--- config.mk ---
export PLATFORM = sky130hd
export DESIGN_NAME = saes_decode_core
export DESIGN_NICKNAME = d
export VERILOG_FILES = /design/src/rtl/saes_pkg.sv /design/src/rtl/saes_nibble_sbox.sv /design/src/rtl/saes_decode_core.sv
export SDC_FILE = /design/constraint.sdc
export NUM_CORES = 1
export LEC_CHECK = 0
export CAP_MARGIN = 20
export CORE_MARGIN = 3
export CORE_UTILIZATION = 30
export CTS_CLUSTER_SIZE = 12
export DETAILED_ROUTE_END_ITERATION = 8
export PLACE_DENSITY = 0.45
export SYNTH_ARGS = -nofsm -noshare
export SYNTH_HDL_FRONTEND = slang
export SYNTH_SLANG_ARGS = --single-unit
export TNS_END_PERCENT = 100
--- constraint.sdc ---
create_clock -name in_clka -period 3.5 [get_ports in_clka]
set_input_delay 0.525 -clock in_clka [delete_from_list [all_inputs] [get_ports in_clka]]
set_output_delay 0.525 -clock in_clka [all_outputs]
set_load 0.01 [all_outputs]
--- src/rtl/saes_pkg.sv ---
// saes_pkg: shared S-AES definitions for the byte-serial encode/decode cores.
//   - FSM state enum for the decoder
//   - round constants, nibble S-box tables
//   - GF(2^4) helpers and the inverse row/column transforms
package saes_pkg;

  localparam int BLK_W   = 16;
  localparam int KEY_W   = 16;
  localparam int BYTE_W  = 8;
  localparam int NIB_W   = 4;
  localparam int NUM_NIB = BLK_W / NIB_W;

  localparam logic [BYTE_W-1:0] RCON1 = 8'h80;
  localparam logic [BYTE_W-1:0] RCON2 = 8'h30;

  typedef enum logic [2:0] {
    IDLE    = 3'd0,
    LOAD_LO = 3'd1,
    KEYEXP  = 3'd2,
    RND2    = 3'd3,
    RND1    = 3'd4,
    FINAL   = 3'd5
  } state_e;

  // Expanded round keys, K0 applied last on the decode path.
  typedef struct packed {
    logic [BLK_W-1:0] k0;
    logic [BLK_W-1:0] k1;
    logic [BLK_W-1:0] k2;
  } rkeys_t;

  // Element i of each table is the substitution of nibble value i.
  localparam logic [15:0][NIB_W-1:0] SBOX = {
    4'h7, 4'hF, 4'hE, 4'hC, 4'h3, 4'h0, 4'h2, 4'h6,
    4'h5, 4'h8, 4'h1, 4'hD, 4'hB, 4'hA, 4'h4, 4'h9
  };
  localparam logic [15:0][NIB_W-1:0] INV_SBOX = {
    4'hE, 4'hD, 4'h4, 4'hC, 4'h3, 4'h2, 4'h0, 4'h6,
    4'hF, 4'h8, 4'h7, 4'h1, 4'hB, 4'h9, 4'h5, 4'hA
  };

  // x * a mod (x^4 + x + 1)
  function automatic logic [NIB_W-1:0] gf4_mul2(input logic [NIB_W-1:0] a);
    return {a[2:0], 1'b0} ^ (a[3] ? 4'h3 : 4'h0);
  endfunction

  // 9a = 8a ^ a
  function automatic logic [NIB_W-1:0] gf4_mul9(input logic [NIB_W-1:0] a);
    return gf4_mul2(gf4_mul2(gf4_mul2(a))) ^ a;
  endfunction

  // Row 1 of the 2x2 nibble matrix is (n1, n3); shifting it is a swap,
  // so forward and inverse ShiftRows are the same permutation.
  function automatic logic [BLK_W-1:0] inv_shift_rows(input logic [BLK_W-1:0] s);
    return {s[15:12], s[3:0], s[7:4], s[11:8]};
  endfunction

  // Columns are (n0,n1) and (n2,n3): a' = 9a ^ 2b, b' = 2a ^ 9b.
  function automatic logic [BLK_W-1:0] inv_mix_col(input logic [BLK_W-1:0] s);
    return {gf4_mul9(s[15:12]) ^ gf4_mul2(s[11:8]),
            gf4_mul2(s[15:12]) ^ gf4_mul9(s[11:8]),
            gf4_mul9(s[7:4])   ^ gf4_mul2(s[3:0]),
            gf4_mul2(s[7:4])   ^ gf4_mul9(s[3:0])};
  endfunction

  function automatic logic [BYTE_W-1:0] rot_nib(input logic [BYTE_W-1:0] w);
    return {w[3:0], w[7:4]};
  endfunction

endpackage

--- src/rtl/saes_nibble_sbox.sv ---
// saes_nibble_sbox: single 4-bit S-AES substitution, forward or inverse.
//   nib_i  in   4  nibble to substitute
//   inv_i  in   1  0 = forward SubNib, 1 = InvSubNib
//   nib_o  out  4  substituted nibble
module saes_nibble_sbox
  import saes_pkg::*;
(
  input  logic [NIB_W-1:0] nib_i,
  input  logic             inv_i,
  output logic [NIB_W-1:0] nib_o
);

  assign nib_o = inv_i ? INV_SBOX[nib_i] : SBOX[nib_i];

endmodule

--- src/rtl/saes_decode_core.sv ---
// saes_decode_core: byte-serial S-AES decryption engine (16-bit block/key,
// 2 rounds). Ciphertext and key arrive high byte then low byte; key expansion
// takes one cycle, each inverse round one cycle, final key add one cycle.
//   in_clka           in   1   clock
//   in_restart        in   1   synchronous active-high reset
//   in_enable_decode  in   1   byte-load strobe (IDLE / LOAD_LO only)
//   in_c_in           in   8   ciphertext byte
//   in_key_in         in   8   key byte
//   out_data          out  16  plaintext, held until next result or reset
//   out_valid         out  1   one-cycle pulse when out_data updates
//   out_busy          out  1   high whenever the FSM is not IDLE
module saes_decode_core
  import saes_pkg::*;
(
  input  logic              in_clka,
  input  logic              in_restart,
  input  logic              in_enable_decode,
  input  logic [BYTE_W-1:0] in_c_in,
  input  logic [BYTE_W-1:0] in_key_in,
  output logic [BLK_W-1:0]  out_data,
  output logic              out_valid,
  output logic              out_busy
);

  state_e           state_q, state_d;
  logic [BLK_W-1:0] ct_q;
  logic [KEY_W-1:0] key_q;
  rkeys_t           rk_q;
  logic [BLK_W-1:0] s_q;
  logic [BLK_W-1:0] out_data_q;
  logic             out_valid_q;

  // ---------------------------------------------------------------- FSM
  always_ff @(posedge in_clka) begin
    if (in_restart) state_q <= IDLE;
    else            state_q <= state_d;
  end

  always_comb begin
    state_d = state_q;
    unique case (state_q)
      IDLE:    if (in_enable_decode) state_d = LOAD_LO;
      LOAD_LO: if (in_enable_decode) state_d = KEYEXP;
      KEYEXP:  state_d = RND2;
      RND2:    state_d = RND1;
      RND1:    state_d = FINAL;
      FINAL:   state_d = IDLE;
      default: state_d = IDLE;
    endcase
  end

  always_comb begin
    out_busy = (state_q != IDLE);
  end

  // ------------------------------------------------------ key expansion
  // Two independent S-box pairs: the second pair's input depends on the
  // first pair's output, so they stay separate signals to keep the
  // combinational chain acyclic.
  logic [BYTE_W-1:0]           w0, w1, w2, w3, w4, w5;
  logic [1:0][NIB_W-1:0]       g1_in, g1_out, g3_in, g3_out;

  assign w0    = key_q[15:8];
  assign w1    = key_q[7:0];
  assign g1_in = rot_nib(w1);
  assign w2    = w0 ^ RCON1 ^ g1_out;
  assign w3    = w2 ^ w1;
  assign g3_in = rot_nib(w3);
  assign w4    = w2 ^ RCON2 ^ g3_out;
  assign w5    = w4 ^ w3;

  for (genvar g = 0; g < 2; g++) begin : g_kx1
    saes_nibble_sbox u_sbox (.nib_i(g1_in[g]), .inv_i(1'b0), .nib_o(g1_out[g]));
  end
  for (genvar g = 0; g < 2; g++) begin : g_kx3
    saes_nibble_sbox u_sbox (.nib_i(g3_in[g]), .inv_i(1'b0), .nib_o(g3_out[g]));
  end

  // -------------------------------------------------- shared round logic
  // RND2 consumes ct ^ K2; RND1 consumes InvMixCol(s ^ K1). Both then go
  // through InvShiftRows and InvSubNib on the same four S-boxes.
  logic [BLK_W-1:0]                rnd_x;
  logic [NUM_NIB-1:0][NIB_W-1:0]   rnd_pre, rnd_sub;

  assign rnd_x   = (state_q == RND2) ? (ct_q ^ rk_q.k2)
                                     : inv_mix_col(s_q ^ rk_q.k1);
  assign rnd_pre = inv_shift_rows(rnd_x);

  for (genvar g = 0; g < NUM_NIB; g++) begin : g_rnd
    saes_nibble_sbox u_sbox (.nib_i(rnd_pre[g]), .inv_i(1'b1), .nib_o(rnd_sub[g]));
  end

  // ----------------------------------------------------------- datapath
  always_ff @(posedge in_clka) begin
    if (in_restart) begin
      ct_q        <= '0;
      key_q       <= '0;
      rk_q        <= '0;
      s_q         <= '0;
      out_data_q  <= '0;
      out_valid_q <= 1'b0;
    end else begin
      out_valid_q <= 1'b0;
      unique case (state_q)
        IDLE: if (in_enable_decode) begin
          ct_q[15:8]  <= in_c_in;
          key_q[15:8] <= in_key_in;
        end
        LOAD_LO: if (in_enable_decode) begin
          ct_q[7:0]  <= in_c_in;
          key_q[7:0] <= in_key_in;
        end
        KEYEXP: begin
          rk_q.k0 <= {w0, w1};
          rk_q.k1 <= {w2, w3};
          rk_q.k2 <= {w4, w5};
        end
        RND2, RND1: s_q <= rnd_sub;
        FINAL: begin
          out_data_q  <= s_q ^ rk_q.k0;
          out_valid_q <= 1'b1;
        end
        default: ;
      endcase
    end
  end

  assign out_data  = out_data_q;
  assign out_valid = out_valid_q;

endmodule

* Yosys cells after proc, flatten, opt, wreduce, memory -nomap -nowiden
Memories as Yosys holds them, arrays and structs flattened. A register that Yosys moved wholly into a read port is not among the register bits.
Index checks and enable logic that the tools add are counted.
** Operators by class
- Order comparisons :: 4
- Equality and inequality tests :: 7
- Muxes and demuxes :: 25
- Bitwise operators :: 29
- Reductions and logical operators :: 6
** Operators by type and width (count)
- $xor A16 B16 Y16 :: 3
- $xor A4 B2 Y4 :: 12
- $mux W4 :: 8
- $xor A4 B4 Y4 :: 8
- $xor A8 B8 Y8 :: 4
- $mux W2 :: 12
- $lt A4 B5 Y1 const B :: 4
- $mux W16 :: 1
- $pmux W3 S5 :: 1
- $eq A3 B2 Y1 const B :: 2
- $eq A3 B3 Y1 const B :: 2
- $mux W3 :: 2
- $reduce_and A2 Y1 :: 3
- $ne A2 B2 Y1 const B :: 2
- $eq A3 B1 Y1 const B :: 1
- $logic_not A3 Y1 :: 1
- $reduce_bool A3 Y1 :: 1
- $not A2 Y2 :: 1
- $reduce_or A2 Y1 :: 1
- $mux W1 :: 1
- $not A1 Y1 :: 1
** Word-level totals
- Register bits after elaboration :: 100
- ROM bits :: 512
- Input bits :: 19
- Output and inout port bits :: 18
- Logic and storage cells :: 89
- Memories :: 8
** Memory list
- (no name shown) :: words 16, width 4, rd ports 1, clocked after Yosys merged registers in 1, wr ports 0, RTL line saes_nibble_sbox.sv:13 : assign nib_o = inv_i ? INV_SBOX[nib_i] : SBOX[nib_i];
- (no name shown) :: words 16, width 4, rd ports 1, clocked after Yosys merged registers in 0, wr ports 0, RTL line saes_nibble_sbox.sv:13
- (no name shown) :: words 16, width 4, rd ports 1, clocked after Yosys merged registers in 1, wr ports 0, RTL line saes_nibble_sbox.sv:13
- (no name shown) :: words 16, width 4, rd ports 1, clocked after Yosys merged registers in 1, wr ports 0, RTL line saes_nibble_sbox.sv:13
- (no name shown) :: words 16, width 4, rd ports 1, clocked after Yosys merged registers in 0, wr ports 0, RTL line saes_nibble_sbox.sv:13
- (no name shown) :: words 16, width 4, rd ports 1, clocked after Yosys merged registers in 1, wr ports 0, RTL line saes_nibble_sbox.sv:13
- +2 memories

* Logic depth before layout (Yosys ltp)
- Depth after elaboration :: 10
- Mapped depth :: 12
- Depth with buffers taken out :: 11

* Hierarchy
From an unflattened synthesis, not the netlist that was laid out.
** Unflattened totals
- Cells, all modules :: 899
- Area, all modules :: 7910.1 um^2
** By module, submodules not included
- saes_decode_core :: times used 1, cells each 619, area each 5567.8 um^2, seq. area each 2322.2 um^2
- saes_nibble_sbox :: times used 8, cells each 35, area each 292.8 um^2, seq. area each 0.0 um^2

* Least setup slack after synthesis
Ideal clock, no wire load.
- Path kind :: register -> register
- Start :: reg state_q[1]
- End :: reg s_q[3]
- Library setup time :: 0.078 ns
- Arrival :: 2.577 ns
- Data required time :: 3.422 ns
- Slack :: 0.845 ns
- Cell stages (with the launch flop) :: 11
- Path buffers :: 2
- Clock period less this slack :: 2.655 ns
- Cells stage by stage :: dfxtp_1 and3b_1 buf_4 clkbuf_1 o21a_1 inv_1 ha_1 or4b_2 o311ai_0 a21oi_1 nor3_1
** On the way
- Longest elaborated chain between the ends :: 2
- Elaborated cells on any way between the ends :: 4
- Those cells by class :: eq/ne (2); mux (1); reduce/logical (1)
** Ends and longest elaborated chain
- start, declared :: RTL line saes_decode_core.sv:25 : state_e state_q, state_d;
- start signal, assigned :: RTL line saes_decode_core.sv:36 : else state_q <= state_d;
- $eq A3 B2 Y1 or $eq A3 B3 Y1 (tied branches) :: RTL line saes_decode_core.sv:85, saes_decode_core.sv:104
- $mux W16 or $reduce_or A2 Y1 (tied branches) :: RTL line saes_decode_core.sv:85, saes_decode_core.sv:104
- end, declared :: RTL line saes_decode_core.sv:29 : logic [BLK_W-1:0] s_q;
Parallel ways exist; a longest one is shown, timed or not.
A chain may end at the register's enable or synchronous reset.

* Worst setup path in the final report
- Start :: reg state_q[2]
- End :: reg s_q[3]
The elaborated chain is that of the path after synthesis.

==> key figures <==
CTS
  – Worst skew pair latency: between 400 and 500 ps
  – Post-CTS setup buffer count: 0
  – Root Buffer: clkbuf_16
  – Post_cts resized: 0
  – CTS sink cnt: between 100 and 150
  – Total CTS buffers: 17
  – CTS H-tree lvls: 4
  – Clock-pin slew on the worst setup and hold paths: 60 ps
  – CTS tree: done
  – CTS Buffer Depth: 2
  – Hold buffer count at cts: 0

STA
  – RSZ-0062 raised after global routing: no
  – Max Slew Vio Count: 0
  – Peak Freq: 340 MHz
  – Final critical-path share of the clock period: 84.1%
  – Setup TNS: 0 ps
  – Slew Limit Headroom: roughly two fifths
  – Tmin final: around 2900 ps
  – Clock Skew: 9.51 ps
  – Final setup violation count: 0
  – Final Hold Fails: 0
  – WHS: 464 ps
  – Actual transition at the worst max-transition pin: roughly 900 ps

Cells and area
  – Layout area overhead: 17.7%
  – Area taken by multi-input logic gates: 4530 um^2
  – # diodes: 0
  – Share of layout cells above drive strength 1: approximately a tenth
  – Post-layout util: ~36%
  – # fillers: around 2,500
  – Register area: around 2500 um^2
  – Design area: between 8000 and 9000 um^2
  – Post-layout nets: between 900 and 1,000

Placement
  – Area after DPL: roughly 8000 um^2
  – Final GP Congestion: ~0.8
  – Post-DP HPWL: around 15,000 um
  – IO buf count: 36

Detailed routing
  – Drt wl/cell: roughly 17 um
  – Vias per inst: ~4.8
  – First drt pass iteration count: 4
  – Vias: approximately 5,700
  – Initial DRC Count: around 290
  – Remaining DRCs: 0
  – WL final: roughly 20,000 um
  – Final ANT Viol Nets: 0

Global route
  – Global-route wire length before repair: roughly 32,000 um
  – Pin count of the biggest net entering global routing: 44
  – GRT Total Usage: 16.1%
  – Vias in the first global route: around 5,400
  – Initial antenna violation count: 0
  – Total gr overflow: 0

Logic synthesis
  – Syn Std Cell Area: between 7000 and 8000 um^2
  – Post-Syn Nets: approximately 900
  – Cell taking the most area after synthesis: dfxtp_1
  – Yosys top cell area share: about a third
  – Sequential-to-total area share from yosys stat: 34.0%
  – Mean Syn Cell Area: around 8.7 um^2
  – Mapped Cells: 836
  – Top FF cell, synth: dfxtp_1
  – Post-synth EDFFs: 0
  – Yosys reg bits: between 100 and 150
  – Unique cell type count in the Yosys netlist: about 70
  – Syn. warnings: 0
  – Async SR Flop Fraction: 0%
  – Top cells by area, synth: dfxtp_1, nand2_1, ha_1, xnor2_1, a21oi_1

Min path
  – Hold Path Depth: 2
  – Hold Path Class: register to register
  – Hold Path End: rk_q[1]$_SDFFE_PP0N_
  – Worst Hold Launch: rk_q[1]$_SDFFE_PP0N_

Power and ir drop
  – VDD IR max: a little under 0.3 mV
  – PwrDens: about 550 nW/um^2
  – Pleak: between 3 and 4 nW

Setup path
  – Reg2reg start: state_q[2]$_SDFFE_PP0P_
  – Number of buffer and inverter stages on the critical path: 1
  – Nature of the critical path endpoint: register
  – RR Endpoint: s_q[3]$_SDFFE_PP0P_
  – Reg2Reg Depth: 9
  – Worst Setup Start Kind: register
  – Required @ worst endpoint: 3840 ps
  – Critical path type: register to register
  – CP max FO: 13
  – Largest delay share family, worst path: simple AND/OR/NAND/NOR gates
  – WP data arrival: about 3300 ps
  – Critical path cell sequence: and3b_1 -> nand2_1 -> o21a_1 -> inv_1 -> ha_1 -> or4b_2 -> o311ai_0 -> a21oi_1 -> nor3_1
  – R2R setup slack: approximately 560 ps
  – Slowest stage cell, crit path: dfxtp_1
  – Max incr delay on CP: around 700 ps

Die
  – Initial Util: ~30%
  – Die Wd: approximately 160 um
  – Core footprint: 23,700 um^2
  – Full die area: 26,200 um^2
  – Row count: 56
  – Io pins: 37
  – Die H: ~160 um

Status
  – Outcome: complete, no violations

Run
  – Max-Cap Viols: 0
power by group:
group          internal [W]  leakage, nW  switching (W)  total (W)
registers           0.00148         1.01      0.0000935    0.00158
clock network       0.00125        0.308       0.000673    0.00193
logic              0.000518         1.80       0.000724    0.00124
total               0.00326         3.11        0.00149    0.00475
tightest hold or removal path: stages, from the launching register on:
cell	delay (ps)
dfxtp_1	310
nand2_1	50
a21oi_1	50
kinds of logic (layout without fill, tap and decap cells):
family,count (synthesis),in the layout,share of synthesized area (%)
xor gates and xnor gates,110,110,18.0
muxes,23,23,4.19
DFF,124,124,34.0
and+or+nand+nor,280,280,16.3
adders and majority gates,42,42,7.17
AOI/OAI and AO/OA,186,186,16.3
buffers and inverters,71,102,3.98
worst max-delay path by stage:
| stage | start | endpoint | slack [ps] | depth (start not counted) |
|---|---|---|---|---|
| 5_1_grt | state_q[2]$_SDFFE_PP0P_ | s_q[15]$_SDFFE_PP0P_ | 400 | 9 |
| 2_1_floorplan | state_q[1]$_SDFFE_PP0P_ | s_q[3]$_SDFFE_PP0P_ | 850 | 10 |
| 3_3_place_gp | in_enable_decode | g_kx1[0].u_sbox.nib_o[0]$_DFF_P_ | 320 | 9 |
| 3_5_place_dp | in_enable_decode | g_kx1[0].u_sbox.nib_o[0]$_DFF_P_ | 270 | 9 |
| 6_report | state_q[2]$_SDFFE_PP0P_ | s_q[3]$_SDFFE_PP0P_ | 560 | 9 |
| 4_1_cts | state_q[2]$_SDFFE_PP0P_ | s_q[3]$_SDFFE_PP0P_ | 570 | 9 |
sequential cells by signal, summed over array words and instances, names as in the netlist:
name                flops
ct_q                   16
g_kx1.u_sbox.nib_o      8
key_q                  16
out_data               16
out_valid               1
rk_q                   48
s_q                    16
state_q                 3
cell usage after synthesis (4+ instances only):
| master | n |
|---|---|
| nand3_1 | 14 |
| nor3_1 | 16 |
| mux2i_1 | 15 |
| xnor2_2 | 8 |
| a21o_1 | 4 |
| o21a_1 | 4 |
| xnor2_1 | 54 |
| xnor3_1 | 9 |
| a21oi_2 | 6 |
| a21oi_1 | 86 |
| buf_2 | 15 |
| dfxtp_1 | 124 |
| a31oi_1 | 4 |
| buf_1 | 7 |
| ha_1 | 41 |
| nand2_1 | 164 |
| xor3_1 | 5 |
| inv_1 | 23 |
| a211oi_1 | 29 |
| clkbuf_1 | 24 |
| o21ai_0 | 16 |
| nand2b_1 | 5 |
| o32ai_1 | 4 |
| xor2_2 | 4 |
| xor2_1 | 26 |
| nor2_1 | 58 |
placed cells by master, fill, tap and decap left out, types with 5 or more instances in the layout:
| cell type | instances |
|---|---|
| inv_1 | 23 |
| nor3_1 | 16 |
| mux2i_1 | 15 |
| ha_1 | 41 |
| o21ai_0 | 16 |
| a21oi_2 | 6 |
| nand3_1 | 14 |
| nand2_1 | 164 |
| xor3_1 | 5 |
| xor2_1 | 26 |
| a211oi_1 | 29 |
| a21oi_1 | 86 |
| nor2_1 | 57 |
| xnor2_1 | 54 |
| dfxtp_1 | 124 |
| clkdlybuf4s50_1 | 35 |
| xnor3_1 | 9 |
| buf_4 | 11 |
| xnor2_2 | 8 |
| nand2b_1 | 5 |
| clkbuf_16 | 17 |
through the flow:
stage	setup WS [ps]	std cells	total power, W
4_1_cts	568	1186	0.00480
2_1_floorplan	845	836	0.00253
3_5_place_dp	271	1154	0.00285
3_3_place_gp	318	1154	0.00286
6_report	556	1186	0.00475
5_1_grt	396	1186	0.00501
area by class of cell:
cell class | count | area share [%]
flip-flops and latches | 124 | 28.9
repair buffers | 47 | 5.27
multi-input cells | 641 | 52.7
inverters | 23 | 1.01
clock buffers | 23 | 5.57
well taps | 319 | 4.65
clock inverters | 9 | 1.85
routing by layer:
metal	global-route usage (%)	share of wire, %	up-vias
li1	-	-	2891
met1	23.0	50	2694
met2	24.8	45	87
met3	3.26	3.0	11
met4	3.99	1.3	0
met5	0	0	-
Note: power is estimated with default switching activity, not from simulation.
